<file path="src/rtl/rf68000_sched_pkg.sv">
// Shared types and constants for the RAM scheduler.
// Holds the FSM state type, the lock cap and the requester ceiling.
package rf68000_sched_pkg;

  typedef enum logic [1:0] {
    ST_IDLE,
    ST_ISSUE,
    ST_WAIT,
    ST_ACK
  } state_t;

  localparam int unsigned LOCK_CAP = 16;
  localparam int unsigned MAX_NREQ = 8;
  localparam int unsigned CAP_W    = $clog2(LOCK_CAP + 1);

endpackage

</file>
<file path="src/rtl/rf68000_rr_pick.sv">
// Combinational round-robin picker: first set bit of req_i after last_i.
// Ports: req_i request vector, last_i last winner, valid_o/idx_o result.
module rf68000_rr_pick
  import rf68000_sched_pkg::*;
#(
  parameter int NREQ = 3,
  parameter int IW   = (NREQ > 1) ? $clog2(NREQ) : 1
) (
  input  logic [NREQ-1:0] req_i,
  input  logic [IW-1:0]   last_i,
  output logic            valid_o,
  output logic [IW-1:0]   idx_o
);

  logic [IW-1:0] c;

  always_comb begin
    valid_o = 1'b0;
    idx_o   = '0;
    c       = '0;
    for (int k = 1; k <= NREQ; k++) begin
      c = IW'((int'(last_i) + k) % NREQ);
      if (!valid_o && req_i[c]) begin
        valid_o = 1'b1;
        idx_o   = c;
      end
    end
  end

endmodule

</file>
<file path="src/rtl/rf68000_ram_scheduler.sv">
// Arbitrates NREQ bus masters onto one latency-RAM_LAT RAM port.
// Ports: req_* per-master bus, ram_* RAM side, gnt_o debug grant.
module rf68000_ram_scheduler
  import rf68000_sched_pkg::*;
#(
  parameter int          NREQ     = 3,
  parameter int          RAM_LAT  = 2,
  parameter logic [31:0] RAM_BASE = 32'h0000_0000,
  parameter logic [31:0] RAM_MASK = 32'hFFFC_0000
) (
  input  logic                  clk_i,
  input  logic                  rst_i,
  input  logic [NREQ-1:0]       req_cyc,
  input  logic [NREQ-1:0]       req_stb,
  input  logic [NREQ-1:0]       req_we,
  input  logic [NREQ-1:0][3:0]  req_sel,
  input  logic [NREQ-1:0][31:0] req_adr,
  input  logic [NREQ-1:0][31:0] req_dato,
  output logic [NREQ-1:0][31:0] req_dati,
  output logic [NREQ-1:0]       req_ack,
  output logic                  ram_en,
  output logic [3:0]            ram_we,
  output logic [31:0]           ram_adr,
  output logic [31:0]           ram_dati,
  input  logic [31:0]           ram_dato,
  output logic [2:0]            gnt_o
);

  localparam int IW = (NREQ > 1) ? $clog2(NREQ) : 1;
  localparam int GW = $clog2(MAX_NREQ);
  localparam logic [2:0] LAT_INIT =
    (RAM_LAT > 1) ? 3'(RAM_LAT - 2) : 3'd0;
  localparam logic [IW-1:0] LAST_RST = IW'(NREQ - 1);
  localparam logic [CAP_W-1:0] CAP = CAP_W'(LOCK_CAP);

  state_t state_q, state_d;
  logic [IW-1:0] gnt_q, gnt_d;
  logic [IW-1:0] last_gnt_q, last_gnt_d;
  logic lock_q, lock_d;
  logic [CAP_W-1:0] xfer_cnt_q, xfer_cnt_d;
  logic [2:0] lat_cnt_q, lat_cnt_d;
  logic abort_q, abort_d;
  logic we_q, we_d;
  logic ack_q, ack_d;
  logic [31:0] dati_q, dati_d;
  logic ram_en_q, ram_en_d;
  logic [3:0] ram_we_q, ram_we_d;
  logic [31:0] ram_adr_q, ram_adr_d;
  logic [31:0] ram_dati_q, ram_dati_d;

  logic [NREQ-1:0] pend;
  logic [IW-1:0] pick_last;
  logic [IW-1:0] pick_idx;
  logic pick_valid;
  logic locked;
  logic go;
  logic hit;
  logic ab;
  logic done;
  logic [IW-1:0] sel_idx;

  always_comb begin
    req_ack = '0;
    req_dati = '0;
    req_ack[gnt_q] = ack_q;
    req_dati[gnt_q] = dati_q;
  end

  assign pend = req_cyc & req_stb & ~req_ack;

  // A lock that is lapsing this cycle hands priority past its owner.
  assign pick_last = lock_q ? gnt_q : last_gnt_q;

  rf68000_rr_pick #(
    .NREQ (NREQ),
    .IW   (IW)
  ) u_pick (
    .req_i   (pend),
    .last_i  (pick_last),
    .valid_o (pick_valid),
    .idx_o   (pick_idx)
  );

  assign ram_en   = ram_en_q;
  assign ram_we   = ram_we_q;
  assign ram_adr  = ram_adr_q;
  assign ram_dati = ram_dati_q;
  assign gnt_o    = GW'(gnt_q);

  always_comb begin
    state_d    = state_q;
    gnt_d      = gnt_q;
    last_gnt_d = last_gnt_q;
    lock_d     = lock_q;
    xfer_cnt_d = xfer_cnt_q;
    lat_cnt_d  = lat_cnt_q;
    abort_d    = abort_q;
    we_d       = we_q;
    ack_d      = ack_q;
    dati_d     = dati_q;
    ram_en_d   = ram_en_q;
    ram_we_d   = ram_we_q;
    ram_adr_d  = ram_adr_q;
    ram_dati_d = ram_dati_q;
    done       = 1'b0;

    locked  = lock_q && req_cyc[gnt_q]
              && (xfer_cnt_q < CAP);
    sel_idx = locked ? gnt_q : pick_idx;
    go      = locked ? pend[gnt_q] : pick_valid;
    hit     = (req_adr[sel_idx] & RAM_MASK)
              == RAM_BASE;
    ab      = abort_q | ~req_cyc[gnt_q];

    if (lock_q && !req_cyc[gnt_q]) begin
      lock_d     = 1'b0;
      last_gnt_d = gnt_q;
    end

    unique case (state_q)
      ST_IDLE: begin
        // Cap reached: drop the lock for this round.
        if (!locked && lock_q) begin
          lock_d     = 1'b0;
          last_gnt_d = gnt_q;
        end
        if (go) begin
          gnt_d   = sel_idx;
          we_d    = req_we[sel_idx];
          abort_d = 1'b0;
          if (locked) begin
            xfer_cnt_d = xfer_cnt_q + 1'b1;
          end else begin
            lock_d     = 1'b1;
            xfer_cnt_d = CAP_W'(1);
          end
          if (hit) begin
            state_d    = ST_ISSUE;
            ram_en_d   = 1'b1;
            ram_we_d   = {4{req_we[sel_idx]}}
                         & req_sel[sel_idx];
            ram_adr_d  = req_adr[sel_idx];
            ram_dati_d = req_dato[sel_idx];
          end else begin
            state_d = ST_ACK;
            ack_d   = 1'b1;
            dati_d  = '0;
          end
        end
      end
      ST_ISSUE: begin
        ram_we_d = '0;
        abort_d  = ab;
        if (RAM_LAT == 1) begin
          done = 1'b1;
        end else begin
          state_d   = ST_WAIT;
          lat_cnt_d = LAT_INIT;
        end
      end
      ST_WAIT: begin
        abort_d = ab;
        if (lat_cnt_q == 3'd0) begin
          done = 1'b1;
        end else begin
          lat_cnt_d = lat_cnt_q - 1'b1;
        end
      end
      ST_ACK: begin
        ram_en_d = 1'b0;
        if (!req_stb[gnt_q]) begin
          ack_d   = 1'b0;
          dati_d  = '0;
          state_d = ST_IDLE;
        end
      end
      default: begin
        state_d = ST_IDLE;
      end
    endcase

    // RAM sequence finished: ack unless the master walked away.
    if (done) begin
      ram_en_d = 1'b0;
      abort_d  = 1'b0;
      if (ab) begin
        state_d = ST_IDLE;
      end else begin
        state_d = ST_ACK;
        ack_d   = 1'b1;
        dati_d  = we_q ? 32'h0 : ram_dato;
      end
    end
  end

  always_ff @(posedge clk_i or posedge rst_i) begin
    if (rst_i) begin
      state_q    <= ST_IDLE;
      gnt_q      <= '0;
      last_gnt_q <= LAST_RST;
      lock_q     <= 1'b0;
      xfer_cnt_q <= '0;
      lat_cnt_q  <= '0;
      abort_q    <= 1'b0;
      we_q       <= 1'b0;
      ack_q      <= 1'b0;
      dati_q     <= '0;
      ram_en_q   <= 1'b0;
      ram_we_q   <= '0;
      ram_adr_q  <= '0;
      ram_dati_q <= '0;
    end else begin
      state_q    <= state_d;
      gnt_q      <= gnt_d;
      last_gnt_q <= last_gnt_d;
      lock_q     <= lock_d;
      xfer_cnt_q <= xfer_cnt_d;
      lat_cnt_q  <= lat_cnt_d;
      abort_q    <= abort_d;
      we_q       <= we_d;
      ack_q      <= ack_d;
      dati_q     <= dati_d;
      ram_en_q   <= ram_en_d;
      ram_we_q   <= ram_we_d;
      ram_adr_q  <= ram_adr_d;
      ram_dati_q <= ram_dati_d;
    end
  end

endmodule

</file>
<file path="config.mk">
export PLATFORM = sky130hd
export DESIGN_NAME = rf68000_ram_scheduler
export DESIGN_NICKNAME = d
export VERILOG_FILES = /design/src/rtl/rf68000_sched_pkg.sv /design/src/rtl/rf68000_rr_pick.sv /design/src/rtl/rf68000_ram_scheduler.sv
export SDC_FILE = /design/constraint.sdc
export NUM_CORES = 1
export LEC_CHECK = 0
export ABC_AREA = 1
export BUFFER_PORTS_ARGS = -buffer_cell sky130_fd_sc_hd__buf_2
export CORE_AREA = 4 4 162 164
export CTS_CLUSTER_DIAMETER = 40
export DETAILED_ROUTE_END_ITERATION = 10
export DIE_AREA = 0 0 166 168
export SYNTH_ARGS = -nofsm -noshare
export SYNTH_HDL_FRONTEND = slang
export SYNTH_SLANG_ARGS = --single-unit
</file>
<file path="constraint.sdc">
create_clock -name clk_i -period 4.4 [get_ports clk_i]
set_input_delay 0.44 -clock clk_i [delete_from_list [all_inputs] [get_ports clk_i]]
set_output_delay 0.44 -clock clk_i [all_outputs]
set_load 0.05 [all_outputs]
</file>
==> results of run 1 <==
[synthesized netlist by cell type, types with 7 or more instances]
| cell type | count | area (um^2) |
|---|---|---|
| nand2_1 | 328 | 1231 |
| nor2_1 | 166 | 623.1 |
| inv_1 | 165 | 619.3 |
| dfrtp_1 | 118 | 2953 |
| o21ai_0 | 107 | 535.5 |
| a21oi_1 | 68 | 340.3 |
| clkbuf_1 | 57 | 214.0 |
| inv_2 | 56 | 210.2 |
| o21ai_2 | 51 | 446.7 |
| nand3_1 | 50 | 250.2 |
| o211ai_2 | 50 | 625.6 |
| ha_1 | 10 | 125.1 |
| buf_4 | 9 | 67.56 |
| buf_6 | 7 | 78.83 |
[state kept, by name (all words and copies together) (netlist names)]
register / cells
ram_en: 1
ram_dati: 32
ack_q: 1
last_gnt_q: 2
abort_q: 1
state_q: 2
xfer_cnt_q: 5
ram_we: 4
we_q: 1
lat_cnt_q: 3
lock_q: 1
ram_adr: 32
gnt_q: 2
dati_q: 32
[cell families after synthesis]
kind of cell	count (synthesis)	share of synthesized area, %
mux	1	0.1148
fa+ha+maj	10	1.435
compound gates	290	23.52
buf+inv	303	14.12
other cells	1	0.04301
simple gates	569	26.39
flops	119	34.17
xor+xnor	2	0.2010
[report_power, final]
| group | switching [mW] | total (mW) | internal (mW) | leakage [nW] |
|---|---|---|---|---|
| Clock | 0.525 | 1.46 | 0.936 | 0.291 |
| Combinational | 4.53 | 5.98 | 1.44 | 4.87 |
| Sequential | 0.143 | 1.45 | 1.31 | 1.62 |
| Total | 5.20 | 8.89 | 3.69 | 6.78 |
[cell type report]
| cell class | count | area (um^2) |
|---|---|---|
| clock inverter | 11 | 147.6 |
| multi-input combinational | 874 | 4554 |
| inverter | 222 | 838.3 |
| sequential | 119 | 2979 |
| fill | 2591 | 13210 |
| clock buffer | 21 | 470.5 |
| antenna | 1 | 2.502 |
| tap | 330 | 412.9 |
| timing repair buffer | 436 | 2277 |
[worst paths after layout]
path                                          from                 endpoint  slack [ns]  depth (start not counted)
setup / recovery              gnt_q[1]$_DFFE_PP0P_  ram_adr[14]$_DFFE_PP0P_        0.45                         28
hold / removal                               rst_i  ram_adr[18]$_DFFE_PP0P_        0.16                          2
setup reg to reg              gnt_q[1]$_DFFE_PP0P_  ram_adr[14]$_DFFE_PP0P_        0.45                         28
hold reg to reg            ram_adr[22]$_DFFE_PP0P_  ram_adr[22]$_DFFE_PP0P_        0.46                          2
max in group asynchronous                    rst_i    ram_we[0]$_DFFE_PP0P_        3.38                          3
min in group clk_i                    ram_dato[27]     dati_q[27]$_DFF_PP0_        0.30                          3
[per-stage QoR]
step | power [mW] | cell area, um^2 | utilization [%]
2_1_floorplan | 5.980 | 8718 | -
3_3_place_gp | 7.316 | 11030 | 44.31
3_5_place_dp | 7.376 | 11030 | 44.31
4_1_cts | 8.876 | 11650 | 46.79
5_1_grt | 9.753 | 11680 | 46.93
6_report | 8.892 | 11680 | 46.93
[per-layer routing]
layer / vias to the layer above / GRT usage (%)
met3: 26 / 4.273
li1: 4797 / -
met2: 277 / 37.43
met5: - / 0
met1: 4542 / 27.43
met4: 0 / 5.129
==> impl_metrics.json, run 1 <==
{
  "met2_length_mm": 15.60,
  "num_vias": 9642,
  "period_share_pct": 89.86,
  "port_buffers": 416,
  "dp_cells": 1980,
  "max_stage_delay_ns": 0.40,
  "status": "complete, no violations",
  "post_cts_buffers": 0,
  "hold-worst-slack_ns": 0.1556,
  "grtUsageTotal_pct": 21.44,
  "critical_path_class": "flop to flop",
  "wl_mm": 30.77,
  "final_common_cell": "buf_2",
  "period_needed_ns": 3.954,
  "worst_slack_ns": 0.4462,
  "async_reset_ff_share_pct": 100.0,
  "timing_hold_violations_final": 0,
  "syn_avg_cell_area_um2": 6.732,
  "post_cts_resized": 0,
  "cts_root_buf": "clkbuf_16",
  "syn-instance-count": 1295,
  "post-dp-hpwl_mm": 22.52,
  "rsz0062_at_grt": "yes",
  "clk_latency_ns": 0.41,
  "post-place-ws_ns": 0.1402,
  "cts_tree": "yes",
  "clkTransAtPathRegs_ns": 0.06,
  "synth.distinct_cells": 41,
  "setup_violations": 0,
  "final_nets": 1927,
  "antenna_found_initial": 1,
  "wl_met1_mm": 13.30,
  "crit_top_cell": "nand2_1",
  "die_h_um": 168,
  "routed.top_layer": "met4",
  "fp.coreArea_um2": 24890,
  "antenna_left": 0,
  "first_global_vias": 9429,
  "grt_max_degree": 68,
  "required_ns": 4.70,
  "drive_above_1_share_pct": 38.32,
  "start_util_pct": 35.03,
  "drt_first_iter_violations": 751,
  "syn_nets": 1552,
  "synth-seq-area-share_pct": 34.17,
  "cts.sinks": 119,
  "tightest_slew_ns": 1.197,
  "first_pass_iters": 5,
  "max_freq_mhz": 252.9,
  "worst-path-buf-inv": 7,
  "cp-start-kind": "flop",
  "slew_viol_final": 0,
  "pwr_density_cell_nw_per_um2": 761.2,
  "peakVddDrop_v": 0.0008514,
  "cts_hold_buf": 0,
  "clockBufferDepth": 2,
  "ios": 418,
  "cap_violations": 0,
  "synth-edff-count": 0,
  "wl_per_cell_um": 15.28,
  "slew_headroom_pct": 20.03,
  "synth-seq-cells": 119,
  "drc": 0,
  "path_delay_family": "simple AND/OR/NAND/NOR gates",
  "ys.flop_type": "dfrtp_1",
  "finalSetupTns_ns": 0,
  "wl_met3_mm": 1.406,
  "end_kind": "flop",
  "grt_pass1_wl_mm": 49.69,
  "cp_max_fo": 42,
  "crit_slowest_cell": "dfrtp_1",
  "grt-ovfl-total": 0,
  "h-tree-depth": 4,
  "yosysWarnings": 0,
  "fin_skew_ns": 0.01305,
  "area_delta_synth_final_pct": 34.00,
  "rows": 58,
  "die_x_um": 166,
  "stdcell_count": 2014,
  "vias_per_cell": 4.787,
  "syn-cell-area_um2": 8718,
  "gp_congestion": 0.8956,
  "arrival_ns": 4.26,
  "leakagePower_nw": 6.782,
  "hp-class": "input port to asynchronous set/reset pin",
  "die_area_um2": 27890,
  "numCtsBuffers": 17,
  "mostFrequentLayoutCells": "buf_2, nand2_1, nor2_1, inv_1, dfrtp_1"
}
(Power assumes the default switching activity.)
==> run 2, diff against run 1 <==
--- a/config.mk
+++ b/config.mk
@@ -5,12 +5,11 @@
 export SDC_FILE = /design/constraint.sdc
 export NUM_CORES = 1
 export LEC_CHECK = 0
-export ABC_AREA = 1
 export BUFFER_PORTS_ARGS = -buffer_cell sky130_fd_sc_hd__buf_2
-export CORE_AREA = 4 4 162 164
+export CORE_AREA = 4 4 159 161
 export CTS_CLUSTER_DIAMETER = 40
 export DETAILED_ROUTE_END_ITERATION = 10
-export DIE_AREA = 0 0 166 168
+export DIE_AREA = 0 0 163 165
 export SYNTH_ARGS = -nofsm -noshare
 export SYNTH_HDL_FRONTEND = slang
 export SYNTH_SLANG_ARGS = --single-unit
==> run 2 against run 1 <==
  * Count of clock-buffer cells in the layout fell by 3
  * Critical path type unchanged
  * Synthesized cell count fell by 37%
  * Largest power group unchanged
  * Via count shrank 23%
==> impl_metrics.json, run 2 <==
{
  "status": "complete, no violations",
  "clockBufferDepth": 2,
  "timing_hold_violations_final": 0,
  "ys.flop_type": "dfrtp_1",
  "synthTopCellsByCount": "dfrtp_1, and2_1, nand2_1, o21ai_0, mux2i_1",
  "cp-start-kind": "flop",
  "n_fill_cell": 2405,
  "die_h_um": 165,
  "drive_above_1_share_pct": 43.95,
  "required_ns": 4.69,
  "slew_headroom_pct": 34.25,
  "numCtsBuffers": 17,
  "tightest_slew_ns": 0.9862,
  "period_needed_ns": 3.954,
  "p_sw_mw": 3.595,
  "cp_max_fo": 15,
  "internal-power_mw": 3.455,
  "drc": 0,
  "slew_viol_final": 0,
  "synth-seq-area-share_pct": 40.06,
  "hp-class": "input port to asynchronous set/reset pin",
  "syn-instance-count": 816,
  "cts.sinks": 119,
  "cts_root_buf": "clkbuf_16",
  "leakagePower_nw": 5.743,
  "area_delta_synth_final_pct": 40.21,
  "register_area_um2": 2979,
  "max_freq_mhz": 252.9,
  "arrival_ns": 4.24,
  "pwr_density_cell_nw_per_um2": 676.1,
  "worst_slack_ns": 0.4458,
  "post-dp-hpwl_mm": 20.06,
  "period_share_pct": 89.87,
  "critical_path_class": "flop to flop",
  "fp.coreArea_um2": 23960,
  "antenna_left": 0,
  "swShare_pct": 51.00,
  "drt_first_iter_violations": 459,
  "peakVddDrop_v": 0.0004124,
  "syn-cell-area_um2": 7436,
  "ff2ff_path_depth": 11,
  "rows": 57,
  "cap_violations": 0,
  "clkTransAtPathRegs_ns": 0.06,
  "synth.most_common_cell": "dfrtp_1",
  "synth.distinct_cells": 60,
  "cts_tree": "yes",
  "synth_top_cell_area_share_pct": 39.71,
  "synth-seq-cells": 119,
  "vias_per_cell": 4.763,
  "grt-ovfl-total": 0,
  "grt_max_degree": 107,
  "wl_mm": 25.90,
  "async_reset_ff_share_pct": 100.0,
  "setup_violations": 0,
  "first_pass_iters": 5,
  "end_kind": "flop",
  "antenna_found_initial": 2,
  "yosys.area.top_type": "dfrtp_1",
  "start_util_pct": 31.03,
  "syn_avg_cell_area_um2": 9.113,
  "r2r-end": "ram_dati[3]$_DFFE_PP0P_",
  "clk_latency_ns": 0.41,
  "yosysWarnings": 0,
  "finalSetupTns_ns": 0,
  "p_clk_share_pct": 19.2,
  "die_x_um": 163,
  "grt_pass1_wl_mm": 38.30,
  "ff2ff_setup_slack_ns": 0.45,
  "final_area_um2": 10430,
  "wl_per_cell_um": 16.71,
  "ios": 418,
  "ys_top_cells_by_area": "dfrtp_1, and2_1, mux2i_1",
  "dpl_cell_area_um2": 9837,
  "port_buffers": 416,
  "multiInputGateArea_um2": 4190,
  "r2r-start": "lock_q$_DFF_PP0_",
  "grtUsageTotal_pct": 17.99,
  "syn_nets": 1073,
  "final_nets": 1468,
  "h-tree-depth": 4,
  "first_global_vias": 6862,
  "synth-edff-count": 0,
  "combPwrFrac_pct": 57.0,
  "final_common_cell": "buf_2",
  "rsz0062_at_grt": "no",
  "fin_skew_ns": 0.01170,
  "post-place-ws_ns": 0.2482,
  "gp_congestion": 0.8751,
  "mostFrequentLayoutCells": "buf_2, dfrtp_1, and2_1, nand2_1, o21ai_0",
  "seqPwrFrac_pct": 23.8,
  "die_area_um2": 26900,
  "post-route-util_pct": 43.51,
  "num_vias": 7382
}
[run 2: power groups by stage]
stage | Combinational (mW) | Sequential [mW] | Clock, mW
global route | 4.36 | 1.74 | 1.44
detailed placement | 4.04 | 1.70 | 0
CTS | 4.05 | 1.68 | 1.39
finish | 4.02 | 1.68 | 1.35
floorplan | 2.64 | 2.02 | 0
global placement | 4.00 | 1.69 | 0
[run 2: worst max-delay path, stage by stage (launching register included)]
cell and delay, ns:
dfrtp_1 0.43, mux2i_1 0.32, ha_1 0.39, nand3b_1 0.21, o22ai_1 0.12, a21o_1 0.22, a2111oi_2 0.38, o31ai_4 0.18
and4_1 0.29, o21ai_4 0.58, buf_4 0.35, mux2_2 0.35
[run 2: logic make-up (layout without fill, tap and decap cells)]
kind of cell	after synthesis	in the layout	share of synthesized area, %
other	1	3	0.05043
AND/OR/NAND/NOR	316	316	22.75
AO/OA/AOI/OAI	187	188	15.03
adder cells (fa/ha/maj)	10	10	1.683
multiplexers	112	112	16.05
buffers and inverters	70	477	4.257
flip-flops	119	119	40.06
XOR/XNOR	1	1	0.1178
[run 2: layout make-up]
class | instances | area share, %
multi-input combinational | 628 | 40.19
sequential | 119 | 28.57
timing repair buffer | 430 | 21.22
clock buffer | 18 | 4.212
tap | 324 | 3.888
clock inverter | 14 | 1.308
inverter | 15 | 0.5640
antenna | 2 | 0.04800
[run 2: what timing repair did]
| item | CTS | global route |
|---|---|---|
| endpoints found under the setup margin | 0 | 18 |
| hold buffers | 0 | 0 |
| setup buffers | 0 | 0 |
| gates resized for setup | 0 | 0 |
[run 2: metal layers]
metal / GRT usage [%] / wire (um)
met5: 0 / 0
met3: 4.168 / 1570
met4: 4.003 / 327
met1: 23.25 / 10690
met2: 30.77 / 13310
[run 2: per-stage QoR]
stage | instances | hold WS (ns) | power (mW)
final | 1550 | 0.2402 | 7.050
after global routing | 1548 | 0.2697 | 7.537
after CTS | 1547 | 0.2530 | 7.122
after detailed placement | 1515 | 0.4653 | 5.732
after global placement | 1515 | 0.4627 | 5.683
after floorplan | 816 | 0.4466 | 4.661
[run 2: how the worst max path moves through the flow]
stage	slack [ns]	end	startpoint	depth (start not counted)
global placement	0.32	ram_dati[22]$_DFFE_PP0P_	lock_q$_DFF_PP0_	12
finish	0.45	ram_dati[3]$_DFFE_PP0P_	lock_q$_DFF_PP0_	11
detailed placement	0.25	ram_dati[30]$_DFFE_PP0P_	lock_q$_DFF_PP0_	12
floorplan	0.75	ram_dati[28]$_DFFE_PP0P_	gnt_q[1]$_DFFE_PP0P_	14
CTS	0.24	ram_dati[30]$_DFFE_PP0P_	lock_q$_DFF_PP0_	12
global route	0.13	ram_we[0]$_DFFE_PP0P_	lock_q$_DFF_PP0_	12
==> run 3, diff against run 2 <==
--- a/config.mk
+++ b/config.mk
@@ -10,6 +10,7 @@
 export CTS_CLUSTER_DIAMETER = 40
 export DETAILED_ROUTE_END_ITERATION = 10
 export DIE_AREA = 0 0 163 165
+export RECOVER_POWER = 100
 export SYNTH_ARGS = -nofsm -noshare
 export SYNTH_HDL_FRONTEND = slang
 export SYNTH_SLANG_ARGS = --single-unit
==> run 3 against run 2 <==
  * The flow now finishes with violations (capacitance limit, slew limit)
  * Sequential share of layout area up 0.74 points
  * Global-route usage did not move
  * Routed wire length about the same
  * Critical path depth fell by 2
  * Non-clock buffer count unchanged
  * First-iteration DRC count down 1.7%
  * Register-to-register slack got worse by 0.06 ns
  * Flip-flop and latch count unchanged
  * Maximum frequency shrank 1.4%
  * Final area fell by 2.5%
  * Cell count is the same
  * Largest cell class unchanged
  * Highest routed layer unchanged
==> impl_metrics.json, run 3 (synthesis gave the netlist of run 2 again) <==
{
  "status": "complete, but fails checks",
  "violations": "capacitance limit, slew limit",
  "n_fill_cell": 2498,
  "die_h_um": 165,
  "period_needed_ns": 4.010,
  "drt_first_iter_violations": 451,
  "setup_violations": 0,
  "mostFrequentLayoutCells": "buf_2, clkbuf_1, dfrtp_1, nand2_1",
  "ff2ff_setup_slack_ns": 0.39,
  "h-tree-depth": 4,
  "max_freq_mhz": 249.4,
  "ff2ff_path_depth": 9,
  "crit_slowest_cell": "o21ai_4",
  "num_vias": 7363,
  "ios": 418,
  "area_delta_synth_final_pct": 36.68,
  "numCtsBuffers": 17,
  "start_util_pct": 31.03,
  "stdcell_count": 1550,
  "clockBufferDepth": 2,
  "post_cts_buffers": 0,
  "r2r-start": "gnt_q[0]$_DFFE_PP0P_",
  "hp-class": "input port to flop",
  "cts_root_buf": "clkbuf_16",
  "final_area_um2": 10160,
  "final_common_cell": "buf_2",
  "hold-worst-slack_ns": 0.2702,
  "r2r-end": "ram_dati[3]$_DFFE_PP0P_",
  "gp_congestion": 0.8751,
  "timing_hold_violations_final": 0,
  "end_kind": "flop",
  "grt_pass1_wl_mm": 38.30,
  "cap_violations": 1,
  "first_pass_iters": 5,
  "fin_skew_ns": 0.01258,
  "rows": 57,
  "clkTransAtPathRegs_ns": 0.06,
  "die_area_um2": 26900,
  "hp-start": "ram_dato[16]",
  "slew_viol_final": 79,
  "drive_above_1_share_pct": 29.66,
  "period_share_pct": 91.14,
  "grtUsageTotal_pct": 17.99,
  "slew_headroom_pct": -97.79,
  "max_stage_delay_ns": 0.55,
  "post_cts_resized": 0,
  "die_x_um": 163,
  "dpl_cell_area_um2": 9837,
  "dp_cells": 1515,
  "rsz0062_at_grt": "no",
  "finalSetupTns_ns": 0,
  "whs_path_depth": 3,
  "first_global_vias": 6862,
  "port_buffers": 416,
  "clk_latency_ns": 0.41,
  "path_cells": "clkbuf_1 > mux2i_1 > o21ai_0 > and2_0 > o31ai_4 > and4_1 > o21ai_4 > buf_4 > mux2_2",
  "leakagePower_nw": 4.973,
  "cts.sinks": 119,
  "tightest_slew_ns": 2.967,
  "wl_per_cell_um": 16.71,
  "critical_path_class": "flop to flop",
  "grt-ovfl-total": 0,
  "final_nets": 1468,
  "cts_tree": "yes",
  "required_ns": 4.69,
  "drc": 0,
  "antenna_left": 0,
  "holdPathEnd": "dati_q[16]$_DFF_PP0_",
  "wl_mm": 25.89,
  "cp-start-kind": "flop",
  "vias_per_cell": 4.750,
  "pwr_density_cell_nw_per_um2": 684.2,
  "arrival_ns": 4.30,
  "fp.coreArea_um2": 23960,
  "post-dp-hpwl_mm": 20.06,
  "cp_max_fo": 15,
  "peakVddDrop_v": 0.0004140,
  "antenna_found_initial": 2,
  "cts_hold_buf": 0,
  "grt_max_degree": 107
}
==> run 3: metrics by stage <==
step / utilization (%) / power (mW) / worst slack, ns
floorplan: - / 4.661 / 0.7504
global placement: 41.05 / 5.683 / 0.3185
detailed placement: 41.05 / 5.732 / 0.2482
CTS: 43.45 / 7.122 / 0.2352
global route: 42.39 / 7.432 / 0.09293
finish: 42.41 / 6.954 / 0.3897
==> run 3: layout make-up <==
type	instances	area (um^2)	share of cell area, %
Tap cell	324	405.4	3.989
Antenna cell	2	5.005	0.04924
Multi-Input combinational cell	628	4154	40.87
Timing Repair Buffer	430	1988	19.56
Clock buffer	18	439.2	4.321
Clock inverter	14	136.4	1.342
Sequential cell	119	2979	29.31
Inverter	15	56.30	0.5540
==> run 3: power by group <==
part	leakage (nW)	internal, mW	switching [mW]	total, mW
clock	0.280	0.805	0.548	1.35
sequential	1.62	1.40	0.279	1.68
combinational	3.07	1.14	2.78	3.92
total	4.97	3.35	3.61	6.95
==> run 3: worst max path at each step <==
stage                               from                        to  slack [ns]
floorplan           gnt_q[1]$_DFFE_PP0P_  ram_dati[28]$_DFFE_PP0P_        0.75
global placement        lock_q$_DFF_PP0_  ram_dati[22]$_DFFE_PP0P_        0.32
detailed placement      lock_q$_DFF_PP0_  ram_dati[30]$_DFFE_PP0P_        0.25
CTS                     lock_q$_DFF_PP0_  ram_dati[30]$_DFFE_PP0P_        0.24
global route        gnt_q[0]$_DFFE_PP0P_     ram_we[0]$_DFFE_PP0P_        0.09
finish              gnt_q[0]$_DFFE_PP0P_   ram_dati[3]$_DFFE_PP0P_        0.39
==> run 3: critical path, delay by kind of cell (launching register included) <==
family / cells / cell delay [ns]
muxes: 2 / 0.54
DFF: 1 / 0.34
AOI/OAI and AO/OA: 3 / 1.27
buffers and inverters: 2 / 0.88
and+or+nand+nor: 2 / 0.82
==> run 3: metal layers <==
layer / wire, um / up-vias / global-route usage [%] / part of all wire [%]
li1: - / 3641 / - / -
met1: 10850 / 3468 / 23.25 / 42
met2: 13220 / 231 / 30.77 / 51
met3: 1498 / 23 / 4.168 / 5.8
met4: 333 / 0 / 4.003 / 1.3
met5: 0 / - / 0 / 0
